### config.mk
export PLATFORM = sky130hd
export DESIGN_NAME = alu_seq
export DESIGN_NICKNAME = d
export VERILOG_FILES = /design/src/rtl/alu_seq.sv
export SDC_FILE = /design/constraint.sdc
export NUM_CORES = 1
export LEC_CHECK = 0
export ABC_AREA = 0
export CORE_ASPECT_RATIO = 0.6
export CORE_UTILIZATION = 42
export DETAILED_ROUTE_END_ITERATION = 16
export PLACE_DENSITY = 0.87
export SLEW_MARGIN = 5
export SYNTH_ARGS = -nofsm -noshare
export SYNTH_HDL_FRONTEND = slang
export SYNTH_SLANG_ARGS = --single-unit
### constraint.sdc
create_clock -name clk -period 2.24 [get_ports clk]
set_input_delay 0.448 -clock clk [delete_from_list [all_inputs] [get_ports clk]]
set_output_delay 0.448 -clock clk [all_outputs]
set_load 0.02 [all_outputs]
### src/rtl/alu_seq.sv
// Sequencer that issues one operation to an external 8-bit ALU, waits for it to settle,
// then captures the result and N/Z/C/V status flags.
module alu_seq #(
    parameter int SETTLE_CYCLES = 1
) (
    input  logic       clk,
    input  logic       resetn,
    input  logic       req_valid,
    output logic       req_ready,
    input  logic [2:0] req_op,
    input  logic [7:0] req_a,
    input  logic [7:0] req_b,
    input  logic       req_carry_in,
    input  logic       req_use_c,
    output logic [2:0] alu_control,
    output logic [7:0] alu_AI,
    output logic [7:0] alu_BI,
    output logic       alu_carry_in,
    input  logic [7:0] alu_Y,
    input  logic       alu_carry_out,
    input  logic       alu_overflow,
    output logic       rsp_valid,
    input  logic       rsp_ready,
    output logic [7:0] rsp_Y,
    output logic       p_N,
    output logic       p_Z,
    output logic       p_C,
    output logic       p_V,
    input  logic       flag_wr,
    input  logic [3:0] flag_wdata
);

    localparam logic [2:0] OP_ADD   = 3'd3;
    localparam logic [2:0] OP_SR    = 3'd4;
    localparam logic [3:0] CNT_LOAD = 4'(SETTLE_CYCLES - 1);

    typedef enum logic [1:0] {IDLE, ISSUE, RESP} state_t;

    state_t     state, state_next;
    logic [3:0] cnt, cnt_next;
    logic [3:0] flags, flags_next, flags_in;
    logic [7:0] rsp_y_next, ai_next, bi_next;
    logic [2:0] ctl_next;
    logic       cin_next, ready_next, valid_next;

    assign p_N = flags[3];
    assign p_Z = flags[2];
    assign p_C = flags[1];
    assign p_V = flags[0];

    always_ff @(posedge clk or negedge resetn) begin
        if (!resetn) begin
            state        <= IDLE;
            cnt          <= '0;
            flags        <= '0;
            rsp_Y        <= '0;
            rsp_valid    <= 1'b0;
            req_ready    <= 1'b1;
            alu_control  <= '0;
            alu_AI       <= '0;
            alu_BI       <= '0;
            alu_carry_in <= 1'b0;
        end else begin
            state        <= state_next;
            cnt          <= cnt_next;
            flags        <= flags_next;
            rsp_Y        <= rsp_y_next;
            rsp_valid    <= valid_next;
            req_ready    <= ready_next;
            alu_control  <= ctl_next;
            alu_AI       <= ai_next;
            alu_BI       <= bi_next;
            alu_carry_in <= cin_next;
        end
    end

    // A direct flag load in the same cycle as an accept feeds its C into a use_c request.
    assign flags_in = flag_wr ? flag_wdata : flags;

    always_comb begin
        state_next = state;
        cnt_next   = cnt;
        flags_next = flags;
        rsp_y_next = rsp_Y;
        valid_next = rsp_valid;
        ready_next = req_ready;
        ctl_next   = alu_control;
        ai_next    = alu_AI;
        bi_next    = alu_BI;
        cin_next   = alu_carry_in;

        case (state)
            IDLE: begin
                flags_next = flags_in;
                if (req_valid && req_ready) begin
                    ctl_next   = req_op;
                    ai_next    = req_a;
                    bi_next    = req_b;
                    cin_next   = req_use_c ? flags_in[1] : req_carry_in;
                    cnt_next   = CNT_LOAD;
                    ready_next = 1'b0;
                    state_next = ISSUE;
                end
            end
            ISSUE: begin
                if (cnt == 4'd0) begin
                    rsp_y_next    = alu_Y;
                    flags_next[3] = alu_Y[7];
                    flags_next[2] = (alu_Y == 8'd0);
                    if (alu_control == OP_ADD) begin
                        flags_next[1] = alu_carry_out;
                        flags_next[0] = alu_overflow;
                    end else if (alu_control == OP_SR) begin
                        flags_next[1] = alu_carry_out;
                    end
                    valid_next = 1'b1;
                    state_next = RESP;
                end else begin
                    cnt_next = cnt - 4'd1;
                end
            end
            RESP: begin
                if (rsp_valid && rsp_ready) begin
                    valid_next = 1'b0;
                    ready_next = 1'b1;
                    state_next = IDLE;
                end
            end
            default: begin
                state_next = IDLE;
            end
        endcase
    end

endmodule
# Word-level counts from Yosys, hierarchy flattened

Index checks and enable logic that the tools add are counted.

Flip-flop bits (word level): 40
Output and inout port bits: 34
Input port bits: 40
Word-level logic and storage cells: 61

Add/sub/neg operators: 1
Mux-type cells: 20
Reductions and logical operators: 17
Eq/ne operators: 11

Operators by type and width:

| kind                                                               | count |
|---|---|
| 3-bit AND reduction                                                | 6 |
| 4-bit two-way mux                                                  | 4 |
| 4-bit one-hot mux with 2 select lines                              | 2 |
| 2-bit inequality test, second input constant                       | 6 |
| 8-bit logical NOT                                                  | 1 |
| 1-bit two-way mux                                                  | 8 |
| 2-bit two-way mux                                                  | 3 |
| 2-bit one-hot mux with 3 select lines                              | 1 |
| 2-bit nonzero test                                                 | 3 |
| 4-bit logical NOT                                                  | 1 |
| 1-bit one-hot mux with 2 select lines                              | 2 |
| 2-bit AND reduction                                                | 2 |
| 4-bit AND reduction                                                | 1 |
| 4-bit by 1-bit subtractor with 4-bit output, second input constant | 1 |
| 3-bit by 2-bit == test with 1-bit output, second input constant    | 1 |
| 3-bit == test, second input constant                               | 1 |
| 3-bit inequality test, second input constant                       | 1 |
| 2-bit by 1-bit == test with 1-bit output, second input constant    | 1 |
| 2-bit == test, second input constant                               | 1 |
| 1-bit logical AND                                                  | 2 |
| 2-bit logical NOT                                                  | 1 |

# Logic depth before layout (Yosys ltp)

Word-level depth: 5
Gate-level depth with buffers: 6
Gate-level depth less buffers: 6

# Worst setup path after synthesis

OpenSTA, ideal clock, no wires.

Kind: register to register
Start: register cnt[0]
End: register flags[3]
Arrival time: 1695 ps
Setup slack: 417 ps
Data required time: 2113 ps
Buffers on the path: 0
Clock period less this slack: 1823 ps
Setup time: 127 ps
Cell stages (with the launch flop): 7
Path through: dfrtp_1 -> inv_1 -> ha_1 -> or3b_4 -> mux2_4 -> nor2_4 -> mux2_1

Cells in the longest elaborated chain, start to end: 3

RTL lines:

| item                            | line | source |
|---|---|---|
| from (decl)                     | 40   | `logic [3:0] cnt, cnt_next;` |
| from (signal assigned)          | 65   | `cnt <= cnt_next;` |
| 4-bit logical NOT               | 106  | `if (cnt == 4'd0) begin` |
| 2-bit inequality test (no line) | -    |  |
| 3-bit AND reduction (no line)   | -    |  |
| to (signal assigned)            | 66   | `flags <= flags_next;` |
| to (decl)                       | 41   | `logic [3:0] flags, flags_next, flags_in;` |

No other way between the ends.
A chain may end at the register's enable or synchronous reset.

# Worst setup path after layout

Start: register cnt[1]
End: register flags[3]

The elaborated chain is that of the path after synthesis.

==> flow_summary.ini <==
[timing]
setup_violations = 0
worst_slack_setup_final_ns = 0.325
fmax_ghz = 0.522
grt_setup_unrepaired = no
holdWs_ns = 0.0527
drv_slew = 0
hold_viol = 0
timing.final.crit_period_ns = 1.91
post-route-period-util = 0.855
finalSetupTns_ns = 0
tightestPinTransition_ns = 0.419
fin_skew_ns = 0.00838
timing.max_slew.rel_slack = 0.718

[place]
port_buffers = 73
post_dp_cell_area_mm2 = 0.00258
setup_slack_placement_ns = 0.333
gp_congestion = 0.800
place.detailed.hpwl_um = 3210

[synthesis]
syn-mean-instance-area_um2 = 9.87
postSynth.topFlopCell = sky130_fd_sc_hd__dfrtp_1
synth.distinct_cells = 31
synth-edff-count = 0
synth-adder-area-share = 0.00708
synth-simple-area-share = 0.242
postSynthRegisterBits = 40
synth_top_family_by_area = simple AND/OR/NAND/NOR gates
synth_sequential_area_ratio = 0.567
synth_fp_nets = 220
post_synthesis_instance_area_mm2 = 0.00177
synth-compound-area-share = 0.0737
number_of_instances_in_the_synthesized_netlist = 179
post_synth_xor_area_fraction = 0
synth.area.mux_share = 0.0779
synthesis.yosys.warnings = 0
ffs_w_async_s_r_synth = 1.00

[job]
max_cap_viols = 0

[floorplanning]
dieHeight_um = 52.2
rows = 17
fp.dieW_um = 85.7
die-area_mm2 = 0.00448
core_area_mm2 = 0.00385
floorplan.initialDensity = 0.459
top_level_ports = 74

[power]
switching_power_mw = 0.300
power_density_mw_per_mm2 = 520
irDropWorstVdd_v = 0.000358
clock_power_share = 0.347
pwr-share-comb = 0.118
share_seq_of_total_power = 0.535
report.power.total_mw = 1.39
power.share.switching = 0.216
intPower_mw = 1.09
power.static_leakage_nw = 1.25

[global_routing]
grtUsageMet3 = 0.0772
grt_overflow = 0
global_route.usage.total = 0.208
grt_use_met1 = 0.294
grt_pass1_vias = 1493
busiest_layer = met2
met2_usage = 0.296
grt_start_max_net_pins = 22
grt_antenna_before_repair = 0
global_route_wire_length_before_repair_um = 6930

[setup_path]
critPathArrivalTime_ns = 2.09
critical_path.max_fanout = 5
worst-setup-path-type = reg2reg
cp_slowest_stage_delay_ns = 0.43
critical_path_data_required_time_ns = 2.42
crit_path_start_kind = register
cp_cell_sequence = inv_1 > ha_1 > or3b_4 > mux2_4 > nor2_4 > mux2_1
worstSetupStartpoint = cnt[1]
cp-end-kind = register
critPathSlowestCell = sky130_fd_sc_hd__or3b_4
cp_num_buf_inv = 1
cell_family_with_the_largest_share_of_critical_path_delay = multiplexers
rr_startpoint = cnt[1]

[layout]
count_of_antenna_diodes_in_the_layout = 0
area_overhead_of_the_layout_relative_to_synthesis_pct = 51.1
post_route_standard_cell_area_excluding_fillers_mm2 = 0.00267
multi_input_comb_area_um2 = 713
ff_latch_area_mm2 = 0.00100
design.final.nets = 299
layout-drive-gt1-share = 0.120
fillCellCount = 318

[route]
drt_pre_antenna_iters = 4
detailedRoute.firstIterationViolations = 82
detail_route.drc_violations = 0
ant_nets = 0
num_vias = 1528
detail_route.wl_per_cell_um = 13.3
avgViaCountPerCell = 4.84
drt-total-wl_um = 4200

[hold_path]
timing.hold.worst.class = in2async

[clocking]
clock-sinks = 40
cts.reportedPaths.clkPinSlew_ns = 0.08
clockBufferDepth = 2
cts-hold-fix-buffers = 0
tritoncts = built
cts_root_buffer = sky130_fd_sc_hd__clkbuf_8
clock_latency_ns = 0.29
postCtsSetupBuffers = 0
cts_htree_levels = 2
cts_made_buffers = 5
post_cts_resized = 0

[status]
run_status = finished clean
[power by group through the flow]
stage / logic [mW] / registers, mW / clock network [mW]
CTS: 0.165 / 0.743 / 0.492
global placement: 0.162 / 0.757 / 0
finish: 0.163 / 0.743 / 0.482
detailed placement: 0.164 / 0.757 / 0
floorplan: 0.0236 / 0.774 / 0
global route: 0.176 / 0.744 / 0.534
[metal layers]
metal / vias up / wire length (µm)
li1: 755 / -
met1: 713 / 2030
met2: 53 / 1800
met3: 7 / 318
met4: 0 / 44
met5: - / 0
[cells in the mapped netlist, drive strengths merged (2+ instances only)]
cell | count | area, µm²
a32o | 3 | 30.0
buf | 5 | 31.3
clkbuf | 3 | 11.3
dfrtp | 39 | 976
inv | 4 | 15.0
mux2 | 11 | 128
nand2 | 73 | 277
nand2b | 2 | 12.5
nand3 | 4 | 20.0
nand3b | 2 | 15.0
nor2 | 7 | 41.3
nor3 | 2 | 10.0
nor4 | 2 | 12.5
o211ai | 3 | 22.5
o21ai | 8 | 40.0
[flip-flops by register name, indices dropped and copies added, names as in the netlist]
| name | count |
|---|---|
| alu_AI | 8 |
| alu_BI | 8 |
| alu_carry_in | 1 |
| alu_control | 3 |
| cnt | 4 |
| flags | 4 |
| req_ready | 1 |
| rsp_Y | 8 |
| rsp_valid | 1 |
| state | 2 |
[stage by stage]
step                      cells   util
after global placement      308  0.670
after global routing        316  0.694
after detailed placement    308  0.670
after CTS                   316  0.694
final                       316  0.694
after floorplan             179      -
[path summary, 6_finish.rpt]
check | slack [ns] | to | depth (start not counted)
max in group asynchronous | 1.68 | rsp_Y[4] | 2
max | 0.33 | flags[3] | 6
min in group clk | 0.48 | alu_BI[3] | 2
max reg2reg | 0.33 | flags[3] | 6
min | 0.05 | flags[2] | 1
min reg2reg | 0.48 | alu_BI[3] | 2
[cells by family (layout without fill, tap and decap cells)]
family,count (synthesis),after routing
mux,12,12
fa+ha+maj,1,1
simple gates,96,96
compound gates,18,18
flops,40,40
buf+inv,12,92
[cell type report]
type / instances / share of cell area
Sequential cell: 40 / 0.375
Clock buffer: 8 / 0.0337
Multi-Input combinational cell: 127 / 0.267
Inverter: 4 / 0.00562
Timing Repair Buffer: 80 / 0.291
Tap cell: 57 / 0.0267
[placed cells by master (no fill, tap or decap), drive strengths merged]
master         synthesis  final
nor2                   7      7
o211ai                 3      3
o21ai                  8      8
clkdlybuf4s50          0     72
mux2                  11     11
a21oi                  1      1
a311oi                 1      1
nand2                 73     73
o2bb2ai                1      1
mux2i                  1      1
or3b                   1      1
nor4                   2      2
ha                     1      1
a2bb2oi                1      1
dfstp                  1      1
nand3                  4      4
clkbuf                 3      8
inv                    4      4
nand4bb                1      1
dfrtp                 39     39
and2b                  1      1
nor4b                  1      1
nand3b                 2      2
buf                    5      8
a32o                   3      3
nor3                   2      2
nand2b                 2      2
Power figures use the tool's default switching activity.
